==> config.mk <==
export PLATFORM = sky130hd
export DESIGN_NAME = decodificador_teclado
export DESIGN_NICKNAME = d
export VERILOG_FILES = /design/src/rtl/decodificador_teclado.sv
export SDC_FILE = /design/constraint.sdc
export NUM_CORES = 1
export LEC_CHECK = 0
export CAP_MARGIN = 10
export CORE_MARGIN = 2
export CORE_UTILIZATION = 50
export CTS_BUF_LIST = sky130_fd_sc_hd__clkbuf_4 sky130_fd_sc_hd__clkbuf_8 sky130_fd_sc_hd__clkbuf_16
export CTS_CLUSTER_DIAMETER = 120
export CTS_CLUSTER_SIZE = 12
export DETAILED_ROUTE_END_ITERATION = 7
export HOLD_SLACK_MARGIN = 0.03
export PLACE_DENSITY_LB_ADDON = 0.15
export SLEW_MARGIN = 20
export SYNTH_ARGS = -nofsm -noshare
export SYNTH_HDL_FRONTEND = slang
export SYNTH_SLANG_ARGS = --single-unit
==> constraint.sdc <==
create_clock -name clk -period 2.9 [get_ports clk]
set_clock_uncertainty 0.2 [all_clocks]
set_input_delay 0.435 -clock clk [delete_from_list [all_inputs] [get_ports clk]]
set_output_delay 0.435 -clock clk [all_outputs]
set_load 0.05 [all_outputs]
==> src/rtl/decodificador_teclado.sv <==
// Keypad front-end for operacional.
//
// Scans a 4x4 active-high matrix keypad, debounces press and release, and shift-accumulates
// decoded keys into a 20-nibble buffer (nibble 0 = newest key, unused nibbles = 0xF).
// '*' (0xA) and '#' (0xB) terminate an entry: the buffer reads all 1s the cycle after their pulse.
//
// Ports:
//   clk            system clock
//   rst            synchronous reset, active-high
//   teclado_en     keypad enable; 0 blocks the keypad and clears the buffer
//   col_matrix     matrix columns, active-high (external pull-downs)
//   lin_matrix     matrix row drive, one-hot active-high (0 while disabled)
//   digitos_value  20-nibble key buffer
//   digitos_valid  one-cycle pulse; digitos_value already holds the new key in that cycle
//
// Optional feature (macro TECLADO_TIMEOUT_EN): a partial entry left idle in SCAN for
// TIMEOUT_S * UM_SEGUNDO cycles is discarded without a pulse.

module decodificador_teclado #(
  parameter int unsigned UM_SEGUNDO      = 1000,
  parameter int unsigned SCAN_CYCLES     = 2,
  parameter int unsigned DEBOUNCE_CYCLES = 4,
  parameter int unsigned TIMEOUT_S       = 5
) (
  input  logic        clk,
  input  logic        rst,
  input  logic        teclado_en,
  input  logic [3:0]  col_matrix,
  output logic [3:0]  lin_matrix,
  output logic [79:0] digitos_value,
  output logic        digitos_valid
);

  localparam int unsigned ScanW = (SCAN_CYCLES > 1) ? $clog2(SCAN_CYCLES) : 1;
  localparam int unsigned DebW  = (DEBOUNCE_CYCLES > 1) ? $clog2(DEBOUNCE_CYCLES) : 1;
  localparam logic [ScanW-1:0] ScanLast = ScanW'(SCAN_CYCLES - 1);
  localparam logic [DebW-1:0]  DebLast  = DebW'(DEBOUNCE_CYCLES - 1);

  localparam logic [3:0] KeyStar = 4'hA;
  localparam logic [3:0] KeyHash = 4'hB;

  if (SCAN_CYCLES == 0 || DEBOUNCE_CYCLES == 0 || TIMEOUT_S * UM_SEGUNDO == 0) begin : g_bad_cfg
    $error("decodificador_teclado: cycle counts must be non-zero");
  end

  typedef enum logic [2:0] {
    StDisabled,
    StScan,
    StDebounce,
    StEmit,
    StWaitRelease
  } state_e;

  state_e           state_q;
  logic [1:0]       row_q;
  logic [ScanW-1:0] scan_cnt_q;
  logic [DebW-1:0]  deb_cnt_q;   // press debounce, then reused for release debounce
  logic [3:0]       col_q;
  logic [3:0]       code_q;

`ifdef TECLADO_TIMEOUT_EN
  localparam int unsigned TimeoutCycles = TIMEOUT_S * UM_SEGUNDO;
  localparam int unsigned ToW = (TimeoutCycles > 1) ? $clog2(TimeoutCycles) : 1;
  localparam logic [ToW-1:0] ToLast = ToW'(TimeoutCycles - 1);
  logic [ToW-1:0] to_cnt_q;
`endif

  // Column decode: exactly one of cols 0..2 is a key; col 3 (letters) or a chord is no key.
  logic       col_ok;
  logic [1:0] col_idx;
  logic [3:0] key_code;

  always_comb begin
    col_ok  = 1'b0;
    col_idx = 2'd0;
    case (col_matrix)
      4'b0001: begin col_ok = 1'b1; col_idx = 2'd0; end
      4'b0010: begin col_ok = 1'b1; col_idx = 2'd1; end
      4'b0100: begin col_ok = 1'b1; col_idx = 2'd2; end
      default: begin col_ok = 1'b0; col_idx = 2'd0; end
    endcase

    key_code = 4'h0;
    if (row_q == 2'd3) begin
      case (col_idx)
        2'd0:    key_code = KeyStar;
        2'd1:    key_code = 4'h0;
        default: key_code = KeyHash;
      endcase
    end else begin
      // Rows 0..2 hold digits 1..9 in reading order.
      key_code = {2'b00, row_q} * 4'd3 + {2'b00, col_idx} + 4'd1;
    end
  end

  always_ff @(posedge clk) begin
    if (rst) begin
      state_q       <= StScan;
      row_q         <= 2'd0;
      scan_cnt_q    <= '0;
      deb_cnt_q     <= '0;
      col_q         <= 4'b0000;
      code_q        <= 4'h0;
      lin_matrix    <= 4'b0001;
      digitos_value <= '1;
      digitos_valid <= 1'b0;
`ifdef TECLADO_TIMEOUT_EN
      to_cnt_q      <= '0;
`endif
    end else if (!teclado_en) begin
      // Disable wins over every state: a pending key is dropped without a pulse.
      state_q       <= StDisabled;
      row_q         <= 2'd0;
      scan_cnt_q    <= '0;
      deb_cnt_q     <= '0;
      lin_matrix    <= 4'b0000;
      digitos_value <= '1;
      digitos_valid <= 1'b0;
`ifdef TECLADO_TIMEOUT_EN
      to_cnt_q      <= '0;
`endif
    end else begin
      digitos_valid <= 1'b0;
      case (state_q)
        StDisabled: begin
          state_q    <= StScan;
          row_q      <= 2'd0;
          scan_cnt_q <= '0;
          lin_matrix <= 4'b0001;
        end

        StScan: begin
          if (scan_cnt_q == ScanLast) begin
            scan_cnt_q <= '0;
            if (col_ok) begin
              // Hold this row and lock onto the column seen.
              state_q   <= StDebounce;
              col_q     <= col_matrix;
              code_q    <= key_code;
              deb_cnt_q <= '0;
            end else begin
              row_q      <= row_q + 2'd1;
              lin_matrix <= {lin_matrix[2:0], lin_matrix[3]};
            end
          end else begin
            scan_cnt_q <= scan_cnt_q + 1'b1;
          end
        end

        StDebounce: begin
          if (col_matrix == col_q) begin
            if (deb_cnt_q == DebLast) begin
              // Buffer and pulse are registered together so the pulse cycle shows the key.
              state_q       <= StEmit;
              digitos_value <= {digitos_value[75:0], code_q};
              digitos_valid <= 1'b1;
            end else begin
              deb_cnt_q <= deb_cnt_q + 1'b1;
            end
          end else begin
            state_q    <= StScan;
            row_q      <= row_q + 2'd1;
            lin_matrix <= {lin_matrix[2:0], lin_matrix[3]};
          end
        end

        StEmit: begin
          state_q   <= StWaitRelease;
          deb_cnt_q <= '0;
          if (code_q == KeyStar || code_q == KeyHash) begin
            digitos_value <= '1;
          end
        end

        StWaitRelease: begin
          if (col_matrix == 4'b0000) begin
            if (deb_cnt_q == DebLast) begin
              state_q    <= StScan;
              row_q      <= row_q + 2'd1;
              lin_matrix <= {lin_matrix[2:0], lin_matrix[3]};
            end else begin
              deb_cnt_q <= deb_cnt_q + 1'b1;
            end
          end else begin
            deb_cnt_q <= '0;
          end
        end

        default: begin
          state_q    <= StScan;
          row_q      <= 2'd0;
          scan_cnt_q <= '0;
          lin_matrix <= 4'b0001;
        end
      endcase

`ifdef TECLADO_TIMEOUT_EN
      // Only idle scanning with a partial entry ages it; an empty buffer stops the counter.
      if (state_q == StEmit) begin
        to_cnt_q <= '0;
      end else if (state_q == StScan && digitos_value != '1) begin
        if (to_cnt_q == ToLast) begin
          digitos_value <= '1;
          to_cnt_q      <= '0;
        end else begin
          to_cnt_q <= to_cnt_q + 1'b1;
        end
      end
`endif
    end
  end

endmodule
==> out/results.tsv <==
metric	value	unit
powerDensity	435	nW/um^2
async_flop_share	0	%
worstHoldStart	code_q[2]$_SDFFE_PP0P_	
ys_ff_latch	101	
place_ws	-0.108	ns
nNetsFinal	587	
wirelength	11300	um
syn-cell-area	4360	um^2
clockBufferDepth	2	
area_growth	27.7	%
ctsResizeCount	0	
ys.flop_type	dfxtp_1	
first_pass_iters	5	
layout-drive-gt1-share	9.33	%
p_leak	0.00195	uW
die_area	9470	um^2
synth_top_area_share	46.4	%
grt_pass1_vias	3820	
crit_fanout	2	
start_util	50.7	%
reg2reg_setup_slack	0.57	ns
io_buffers	91	
design_area	5560	um^2
tightest_slew	0.619	ns
reg2reg_depth	6	
end_kind	flip-flop	
root_buffer	clkbuf_8	
hold_path_depth	2	
cp_data_arrival_time	2.73	ns
die_h	97.3	um
fin_crit_sh	90.9	%
synth_nets	521	
holdBufCountCts	0	
ys_seq_area_share	46.4	%
timing.final.crit_period	2.64	ns
path_clk_slew	0.09	ns
cts_tree	built	
status	finished clean	
dr.first_iter.drc_count	293	
rsz0062_at_grt	false	
cp-startpoint	col_matrix[2]	
cts_setup_buffers	0	
synth_cells	508	
r2r-end	code_q[2]$_SDFFE_PP0P_	
tns	0	ns
cts_buffers	9	
core	8590	um^2
finalPower	2420	uW
ys_types	50	
setup_viol	0	
cts_num_sinks	101	
startpoint_type	input port	
ant_nets	0	
row_count	34	
die_w	97.3	um
fin_ws	0.264	ns
grt.overflow.total	0	
place_hpwl	7030	um
path_class	in2reg	
avgSynthCellArea	8.57	um^2
ios	92	
wire_per_inst	16.5	um
min_path_type	reg2reg	
r2r-start	row_q[0]$_SDFFE_PP0P_	
vias_per_cell	6.11	
grt_antenna_before_repair	0	
ir_worst_vdd	0.315	mV
dpl-instance-area	5360	um^2
synth_top_cell_by_area	dfxtp_1	
grtUsageTotal	23.4	%
hold_end	code_q[2]$_SDFFE_PP0P_	
globalplace.congestion	0.871	
clock.fmax	0.379	GHz
drc	0	
synth_area_leaders	dfxtp_1 46%, nor4_1 11%, a21oi_1 10%	
grt_pass1_wl	18900	um
max_cap_violations	0	
diodes	0	
slew_headroom	58.6	%
grt_max_degree	57	
required	2.99	ns
htree_num_levels	3	
yosys_warnings	0	
clk_latency	0.36	ns
drv_slew	0	
hold_viol	0	
num_vias	4196	
synth_edf_count	0	
## Yosys cell counts, types with 2 or more instances
library cell	count
dfxtp_1	101
a21oi_1	90
o21ai_1	81
nor4_1	79
clkbuf_1	34
buf_2	17
nor2_1	12
inv_1	7
o21ai_0	7
mux2i_1	6
nand2_1	6
nand2b_1	5
nand3_1	5
buf_1	4
ha_1	4
xnor2_1	4
o31a_1	3
or3_1	3
a31oi_1	2
buf_6	2
fa_1	2
nor2b_1	2
nor3_1	2
nor3b_1	2
nor4b_1	2
o31ai_1	2
## layout by cell type (no fill, tap or decap), types with 3 or more instances in the layout
master and n:
a21oi_1 90, buf_4 20, clkbuf_8 9, clkdlybuf4s50_1 91
dfxtp_1 100, ha_1 4, inv_1 7, mux2i_1 6
nand2_1 6, nand2b_1 4, nand3_1 5, nor2_1 11
nor4_1 79, o21ai_0 7, o21ai_1 81, o31a_1 3
xnor2_1 4
## layout make-up
class,instances,area (um^2)
multi-input combinational,342,2080
timing repair buffer,113,1100
fill,742,3030
sequential,101,2020
tap,108,135
clock buffer,11,139
inverter,7,26.3
clock inverter,5,60.1
## metrics by stage
| stage | cells | utilization, % | hold WS [ns] |
|---|---|---|---|
| 5_1_grt | 687 | 64.7 | 0.305 |
| 6_report | 687 | 64.7 | 0.287 |
| 3_5_place_dp | 671 | 62.4 | 0.272 |
| 3_3_place_gp | 671 | 62.4 | 0.268 |
| 4_1_cts | 687 | 64.7 | 0.284 |
| 2_1_floorplan | 508 | - | 0.245 |
## layer usage
| layer | track usage, % | vias up | share of wire (%) |
|---|---|---|---|
| met2 | 37.5 | 135 | 49 |
| met5 | 0 | - | 0 |
| met4 | 6.41 | 0 | 1.2 |
| li1 | - | 2032 | - |
| met1 | 32.5 | 2013 | 45 |
| met3 | 4.68 | 16 | 4.9 |
## power by group
part	switching [uW]	internal (uW)
logic	79.6	40.5
clock network	480	422
registers	6.08	1390
## critical path, cell delays in order
cell and delay [ns]:
clkdlybuf4s50_1 0.41, nor4b_1 0.14, buf_4 0.13, fa_1 0.50
inv_1 0.06, fa_1 0.42, xor2_1 0.18, or3_4 0.33
a21oi_2 0.12
## kinds of logic after synthesis
logic type / count (synthesis) / synth area share (%)
AO/OA/AOI/OAI: 197 / 24.4
multiplexers: 7 / 1.64
buffers and inverters: 65 / 6.52
adder cells (fa/ha/maj): 6 / 2.07
flip-flops: 101 / 46.4
XOR/XNOR: 6 / 1.38
AND/OR/NAND/NOR: 126 / 17.6
## sequential cells by signal, indices dropped and copies added, names as in the netlist
register / count
state_q: 3
lin_matrix: 4
digitos_value: 80
scan_cnt_q: 1
digitos_valid: 1
col_q: 4
code_q: 4
deb_cnt_q: 2
row_q: 2
## worst max-delay path by stage
stage / to / slack [ns] / cells after the start
2_1_floorplan: code_q[3]$_SDFFE_PP0P_ / 0.33 / 8
3_3_place_gp: code_q[2]$_SDFFE_PP0P_ / -0.05 / 9
3_5_place_dp: code_q[2]$_SDFFE_PP0P_ / -0.11 / 9
4_1_cts: code_q[2]$_SDFFE_PP0P_ / 0.27 / 9
5_1_grt: code_q[3]$_SDFFE_PP0P_ / 0.11 / 9
6_report: code_q[2]$_SDFFE_PP0P_ / 0.26 / 9
Power figures use the tool's default switching activity.
